**config.mk**
```make
export PLATFORM = sky130hd
export DESIGN_NAME = uart_sram_loader
export DESIGN_NICKNAME = d
export VERILOG_FILES = /design/src/rtl/uart_sram_loader.sv
export SDC_FILE = /design/constraint.sdc
export NUM_CORES = 1
export LEC_CHECK = 0
export BUFFER_PORTS_ARGS = -buffer_cell sky130_fd_sc_hd__buf_4
export CELL_PAD_IN_SITES_DETAIL_PLACEMENT = 1
export CELL_PAD_IN_SITES_GLOBAL_PLACEMENT = 1
export CORE_MARGIN = 10
export CORE_UTILIZATION = 43
export DETAILED_ROUTE_END_ITERATION = 7
export GPL_ROUTABILITY_DRIVEN = 0
export PLACE_DENSITY = 0.76
export SLEW_MARGIN = 25
export SYNTH_ARGS = -nofsm -noshare
export SYNTH_HDL_FRONTEND = slang
export SYNTH_SLANG_ARGS = --single-unit
export TNS_END_PERCENT = 30
```
**constraint.sdc**
```tcl
create_clock -name Clock -period 2.4 [get_ports Clock]
set_input_delay 0 -clock Clock [delete_from_list [all_inputs] [get_ports Clock]]
set_output_delay 0 -clock Clock [all_outputs]
set_load 0.01 [all_outputs]
```
**src/rtl/uart_sram_loader.sv**
```systemverilog
// uart_sram_loader
//   Receives 8N1 UART bytes (LSB first) on a single RX pin, packs each pair of
//   bytes into a 16-bit word (first byte in the high half), and writes the
//   words to sequential SRAM addresses with a one-clock active-low strobe.
//
// Ports:
//   Clock           in   system clock, rising edge
//   Reset           in   synchronous active-high reset
//   UART_RX_I       in   serial input, idles high, asynchronous to Clock
//   Initialize      in   synchronous restart of address, byte phase, error
//   Enable          in   reception enable; 0 holds the receiver idle
//   SRAM_address    out  word address of the current/next write
//   SRAM_write_data out  packed word being written
//   SRAM_we_n       out  active-low write strobe, one clock wide
//   Frame_error     out  sticky: a stop bit was sampled low
module uart_sram_loader #(
    parameter int CLK_FREQ_HZ = 100000000,
    parameter int BAUD_RATE   = 9600,
    parameter int ADDR_WIDTH  = 18,
    parameter int DATA_WIDTH  = 16
) (
    input  logic                  Clock,
    input  logic                  Reset,
    input  logic                  UART_RX_I,
    input  logic                  Initialize,
    input  logic                  Enable,
    output logic [ADDR_WIDTH-1:0] SRAM_address,
    output logic [DATA_WIDTH-1:0] SRAM_write_data,
    output logic                  SRAM_we_n,
    output logic                  Frame_error
);

    localparam int CLKS_PER_BIT = CLK_FREQ_HZ / BAUD_RATE;
    localparam int CNT_W        = $clog2(CLKS_PER_BIT) + 1;
    // Terminal counts: a counter that started at 0 reaches these after
    // exactly CLKS_PER_BIT (or CLKS_PER_BIT/2) clocks.
    localparam logic [CNT_W-1:0] FULL_LAST = CNT_W'(CLKS_PER_BIT - 1);
    localparam logic [CNT_W-1:0] HALF_LAST = CNT_W'(CLKS_PER_BIT / 2 - 1);
    localparam logic [ADDR_WIDTH-1:0] ADDR_ONE = {{(ADDR_WIDTH-1){1'b0}}, 1'b1};

    typedef enum logic [1:0] {
        ST_IDLE  = 2'd0,
        ST_START = 2'd1,
        ST_DATA  = 2'd2,
        ST_STOP  = 2'd3
    } rx_state_t;

    // Two-flop synchronizer for the asynchronous RX pin.
    logic rx_meta_q;
    logic rx_sync_q;

    always_ff @(posedge Clock) begin
        if (Reset) begin
            rx_meta_q <= 1'b1;
            rx_sync_q <= 1'b1;
        end else begin
            rx_meta_q <= UART_RX_I;
            rx_sync_q <= rx_meta_q;
        end
    end

    rx_state_t             state_q;
    logic [CNT_W-1:0]      cnt_q;
    logic [2:0]            bit_idx_q;
    logic [7:0]            shift_q;
    logic                  phase_high_q;   // 1: next valid byte goes to [15:8]
    logic                  strobe_pend_q;  // word complete, strobe next cycle
    logic                  we_n_q;
    logic [ADDR_WIDTH-1:0] addr_q;
    logic [DATA_WIDTH-1:0] data_q;
    logic                  frame_err_q;

    always_ff @(posedge Clock) begin
        if (Reset) begin
            state_q       <= ST_IDLE;
            cnt_q         <= '0;
            bit_idx_q     <= '0;
            shift_q       <= '0;
            phase_high_q  <= 1'b1;
            strobe_pend_q <= 1'b0;
            we_n_q        <= 1'b1;
            addr_q        <= '0;
            data_q        <= '0;
            frame_err_q   <= 1'b0;
        end else if (Initialize) begin
            // Data word deliberately left untouched.
            state_q       <= ST_IDLE;
            cnt_q         <= '0;
            bit_idx_q     <= '0;
            phase_high_q  <= 1'b1;
            strobe_pend_q <= 1'b0;
            we_n_q        <= 1'b1;
            addr_q        <= '0;
            frame_err_q   <= 1'b0;
        end else begin
            // Write sequencing: data lands on cycle N, strobe on N+1,
            // address advances on N+2. Runs regardless of Enable so a
            // completed word is never lost.
            we_n_q <= 1'b1;
            if (strobe_pend_q) begin
                we_n_q        <= 1'b0;
                strobe_pend_q <= 1'b0;
            end
            if (!we_n_q) begin
                addr_q <= addr_q + ADDR_ONE;
            end

            if (!Enable) begin
                state_q <= ST_IDLE;
                cnt_q   <= '0;
            end else begin
                case (state_q)
                    ST_IDLE: begin
                        cnt_q <= '0;
                        if (!rx_sync_q) begin
                            state_q <= ST_START;
                        end
                    end
                    ST_START: begin
                        if (cnt_q == HALF_LAST) begin
                            cnt_q <= '0;
                            if (!rx_sync_q) begin
                                state_q   <= ST_DATA;
                                bit_idx_q <= '0;
                            end else begin
                                state_q <= ST_IDLE;  // glitch, not a start bit
                            end
                        end else begin
                            cnt_q <= cnt_q + 1'b1;
                        end
                    end
                    ST_DATA: begin
                        if (cnt_q == FULL_LAST) begin
                            cnt_q   <= '0;
                            shift_q <= {rx_sync_q, shift_q[7:1]};  // LSB first
                            if (bit_idx_q == 3'd7) begin
                                state_q <= ST_STOP;
                            end else begin
                                bit_idx_q <= bit_idx_q + 1'b1;
                            end
                        end else begin
                            cnt_q <= cnt_q + 1'b1;
                        end
                    end
                    ST_STOP: begin
                        if (cnt_q == FULL_LAST) begin
                            // Leave mid-stop-bit so an immediately following
                            // start bit is caught.
                            cnt_q   <= '0;
                            state_q <= ST_IDLE;
                            if (rx_sync_q) begin
                                if (phase_high_q) begin
                                    data_q[DATA_WIDTH-1 -: 8] <= shift_q;
                                    phase_high_q              <= 1'b0;
                                end else begin
                                    data_q[7:0]   <= shift_q;
                                    phase_high_q  <= 1'b1;
                                    strobe_pend_q <= 1'b1;
                                end
                            end else begin
                                frame_err_q <= 1'b1;
                            end
                        end else begin
                            cnt_q <= cnt_q + 1'b1;
                        end
                    end
                    default: state_q <= ST_IDLE;
                endcase
            end
        end
    end

    assign SRAM_address    = addr_q;
    assign SRAM_write_data = data_q;
    assign SRAM_we_n       = we_n_q;
    assign Frame_error     = frame_err_q;

endmodule

```
# Word level (Yosys, flattened, before mapping)
# Index checks and enable logic that the tools add are counted.
[word_totals]
reg_bits = 68
latch_bits = 0
ram_bits = 0
rom_bits = 0
input_bits = 5
output_inout_bits = 36
wordCells = 65
memories = 0
[classes]
addsub = 3
multipliers = 0
div_mod_pow = 0
order_cmp = 0
n_eq_ne = 13
shift = 0
mux = 17
bitwise = 6
n_reduce_logical = 13
[op_table]
columns = ["op", "n"]
rows = [
  ["case mux 15 bit (3 select lines)", 1],
  ["two-way mux 15 bit", 2],
  ["adder 18 x 1 -> 18 bit, second input constant", 1],
  ["AND reduction 6 bit", 3],
  ["adder 15 x 1 -> 15 bit, second input constant", 1],
  ["equality test 15 x 13 -> 1 bit, second input constant", 1],
  ["equality test 15 x 14 -> 1 bit, second input constant", 1],
  ["!= test 2 bit, second input constant", 7],
  ["two-way mux 2 bit", 6],
  ["two-way mux 3 bit", 4],
  ["AND reduction 4 bit", 3],
  ["case mux 2 bit (4 select lines)", 1],
  ["inverter 1 bit", 6],
  ["case mux 3 bit (2 select lines)", 1],
  ["OR reduction 6 bit", 1],
  ["AND reduction 5 bit", 1],
  ["equality test 2 bit, second input constant", 2],
  ["OR reduction 2 bit", 2],
  ["adder 3 x 1 -> 3 bit, second input constant", 1],
  ["equality test 3 bit, second input constant", 1],
  ["OR reduction 3 bit", 1],
  ["equality test 2 x 1 -> 1 bit, second input constant", 1],
  ["zero test 2 bit", 1],
  ["two-way mux 1 bit", 2],
  ["nonzero test 2 bit", 1],
]

# Depth between registers and ports, before layout
[depth]
ltp_word = 4
depth_mapped = 7
ltp_nobuf = 5

# Worst setup path before layout
# OpenSTA, ideal clock, no wires.
[synth_path]
kind = "register to register"
start = "register cnt_q[0]"
end = "register cnt_q[11]"
setup_ns = 0.132
arrival_time_ns = 1.654
t_required_ns = 2.268
path_slack_ns = 0.615
stages_incl_launch_ff = 7
synth_period_minus_slack_ns = 1.785
path_cell_list = "dfxtp_1 -> ha_1 -> nor4b_4 -> nand4_2 -> a22oi_2 -> buf_4 -> nor3_1"
[synth_via]
elab_chain_len = 3
[synth_lines]
columns = ["item", "line_no", "source"]
rows = [
  ["start, declared", "63", "logic [CNT_W-1:0] cnt_q;"],
  ["start signal, assigned", "129", "cnt_q <= cnt_q + 1'b1;"],
  ["start signal, assigned", "142", "cnt_q <= cnt_q + 1'b1;"],
  ["start signal, assigned", "164", "cnt_q <= cnt_q + 1'b1;"],
  ["adder 15 x 1 -> 15 bit, or another cell as far along", "129, 142, 164", ""],
  ["two-way mux 15 bit, on equally long branches", "133, 146, 120", ""],
  ["case mux 15 bit (3 select lines) *", "112", "case (state_q)"],
]
# Mark *: on every way between the ends. The rest lies on a longest branch, timed or not.
# A chain may end at the register's enable or synchronous reset.

# Final worst setup path
[layout_path]
start = "register cnt_q[0]"
end = "register cnt_q[8]"
# Same word-level chain as after synthesis.

==> metrics.md <==
| Metric | Value |
|---|---|
| CTS tree | done |
| Fin crit share | 0.834 |
| Period minus WS final | 2.00 ns |
| Post-route clock skew | 0.0110 ns |
| Clock Pin Slew Worst Setup and Hold Paths | 0.08 ns |
| Maxcap violations | 0 |
| ANT nets after route | 0 |
| Pwr/cell area | 609 mW/mm² |
| Hold crit path type | input port to flip-flop |
| WL per Instance | 16.5 µm |
| Top-area cell type share of the netlist area | 0.444 |
| Reg2Reg Depth | 6 |
| Die width | 104 µm |
| Final layout net count | 394 |
| Arrival @ worst endpoint | 2.20 ns |
| Crit end category | flip-flop |
| Final Setup Violations | 0 |
| Sequential fraction of the synthesis area | 0.444 |
| Routed Wire Length | 8030 µm |
| Post-Synthesis Cells | 347 |
| Antenna diode count | 0 |
| Final setup margin | 0.399 ns |
| P&R area growth vs syn | 19.7% |
| Die H | 104 µm |
| Share of cells above drive strength 1 | 0.185 |
| Outcome | finished clean |
| DRC | 0 |
| Vias per cell | 5.65 |
| DRT iter0 DRCs | 111 |
| Fmax | 500 MHz |
| Gr usage total | 0.146 |
| CTS Buf Count | 9 |
| Rel. slew slack | 0.605 |
| Area of the core | 0.00687 mm² |
| Top cells by count, synth | dfxtp_1, a21oi_1, o21ai_0 |
| H-tree levels | 3 |
| I/O Buffers | 40 |
| Post-synth EDFFs | 0 |
| Hpwl dp | 5690 µm |
| Dpl ws | 0.426 ns |
| Clk root buf | clkbuf_8 |
| Leakage Power | 1.32 nW |
| Fin util | 0.535 |
| Required @ worst endpoint | 2.60 ns |
| Vias in the first global route | 2745 |
| Synth Register Bits | 68 |
| Number of different library cells in the post-synthesis netlist | 47 |
| Die Area | 0.0109 mm² |
| Synth warn | 0 |
| Hold Vio Cnt, Final | 0 |
| Element type at the critical path start | flip-flop |
| Maximum vdd ir drop | 0.000287 V |
| Layout fillers | 858 |
| Synthesized area per cell | 8.84 µm² |
| Least-Margin Pin Slew | 0.591 ns |
| DR vias | 2746 |
| Drt first pass iters | 4 |
| Total congestion overflow | 0 |
| Clk sinks | 68 |
| Post-synth ARST share | 0 |
| CTS max path bufs | 2 |
| Post-synthesis cell area | 0.00307 mm² |
| RSZ-0062 raised after global routing | false |
| Setup CP Type | flip-flop to flip-flop |
| Pin count of the biggest net entering global routing | 30 |
| Num ports | 41 |
| Worst-Skew Late Latency | 0.35 ns |
| Largest area contributor in the netlist | dfxtp_1 |
| FP Rows | 30 |
| Post-synth top flop | dfxtp_1 |
| Final TNS setup | 0 ns |
| Antenna violations before repair | 0 |
| Starting density of the core | 0.447 |
| Max-slew violation count | 0 |
| First-pass GRT wire length | 13500 µm |
| Hold Path Stages | 2 |
| Syn nets | 356 |
| Most common cell in the synthesized netlist | dfxtp_1 |
| Synth top area cells | dfxtp_1, a21oi_1, o21ai_0 |
| Worst-path fanout max | 15 |
## layer usage
metal | vias to the layer above | global-route usage | part of all wire | routed length (µm)
met2 | 49 | 0.237 | 0.48 | 3870
met1 | 1331 | 0.179 | 0.46 | 3720
met5 | - | 0 | 0 | 0
li1 | 1360 | - | - | -
met3 | 6 | 0.0390 | 0.048 | 389
met4 | 0 | 0.0537 | 0.0071 | 57
## path summary, 6_finish.rpt
kind,start,end,slack [ns]
worst max-delay path,cnt_q[0],cnt_q[8],0.40
worst min-delay path,Reset,SRAM_write_data[7],0.03
worst max register to register,cnt_q[0],cnt_q[8],0.40
worst min register to register,strobe_pend_q,SRAM_we_n,0.38
## critical path: stages, from the launching register on
cell and delay, ns:
dfxtp_1 0.43, ha_1 0.33, nor4b_4 0.32, nand4_2 0.22, a22oi_2 0.23, buf_4 0.24, nor3_1 0.08
## power breakdown
| part | switching (mW) | internal [mW] | total, mW | leakage, nW |
|---|---|---|---|---|
| Sequential | 0.00197 | 1.13 | 1.13 | 0.548 |
| Clock | 0.455 | 0.613 | 1.07 | 0.113 |
| Combinational | 0.0254 | 0.0118 | 0.0372 | 0.656 |
## logic make-up after synthesis
| kind of cell | after synthesis | synth area share |
|---|---|---|
| flops | 68 | 0.444 |
| buf+inv | 26 | 0.0391 |
| mux | 2 | 0.00652 |
| simple gates | 149 | 0.292 |
| fa+ha+maj | 4 | 0.0163 |
| xor+xnor | 22 | 0.0628 |
| compound gates | 76 | 0.139 |
## final cells by class
cell class | instances | area, µm² | share of cell area
multi-input combinational | 253 | 1590 | 0.432
sequential | 68 | 1360 | 0.371
timing repair buffer | 47 | 358 | 0.0974
clock buffer | 10 | 138 | 0.0375
tap | 96 | 120 | 0.0327
clock inverter | 6 | 86.3 | 0.0235
inverter | 6 | 22.5 | 0.00613
## cell usage in the layout (no fill, tap or decap), types with 3 or more instances in the layout
cell type	count
and4_1	4
or2_2	3
dfxtp_1	68
nor3b_1	3
nand2_1	15
nor4_1	4
and4bb_2	3
nor3_1	21
xor2_1	10
nor2_1	18
xnor2_1	12
or3_1	5
and2_1	4
o31ai_1	4
a21oi_1	32
nand4_1	22
or4_1	3
inv_1	6
a211oi_1	3
and3_1	3
o21ai_0	28
and4b_1	4
clkbuf_8	10
ha_1	4
buf_4	45
nand3_1	25
## sequential cells by signal, summed over array words and instances, names as in the netlist, 3 cells and up, named ones only
signal	count
SRAM_address	18
shift_q	8
bit_idx_q	3
cnt_q	15
SRAM_write_data	16
## repair_timing
| item | 4_1_cts | 5_1_grt |
|---|---|---|
| hold buffers | 2 | 0 |
| resized for setup | 0 | 0 |
| setup buffers | 0 | 0 |
| hold endpoints to repair | 2 | 0 |
## metrics by stage
stage          hold slack, ns  total power, mW  instances  cell area (µm²)
2_1_floorplan           0.104             1.18        347             3070
3_3_place_gp            0.191             1.19        468             3430
3_5_place_dp            0.193             1.19        468             3430
4_1_cts                0.0161             2.27        486             3670
5_1_grt                0.0279             2.32        486             3670
6_report               0.0286             2.24        486             3670
Power figures use the tool's default switching activity.
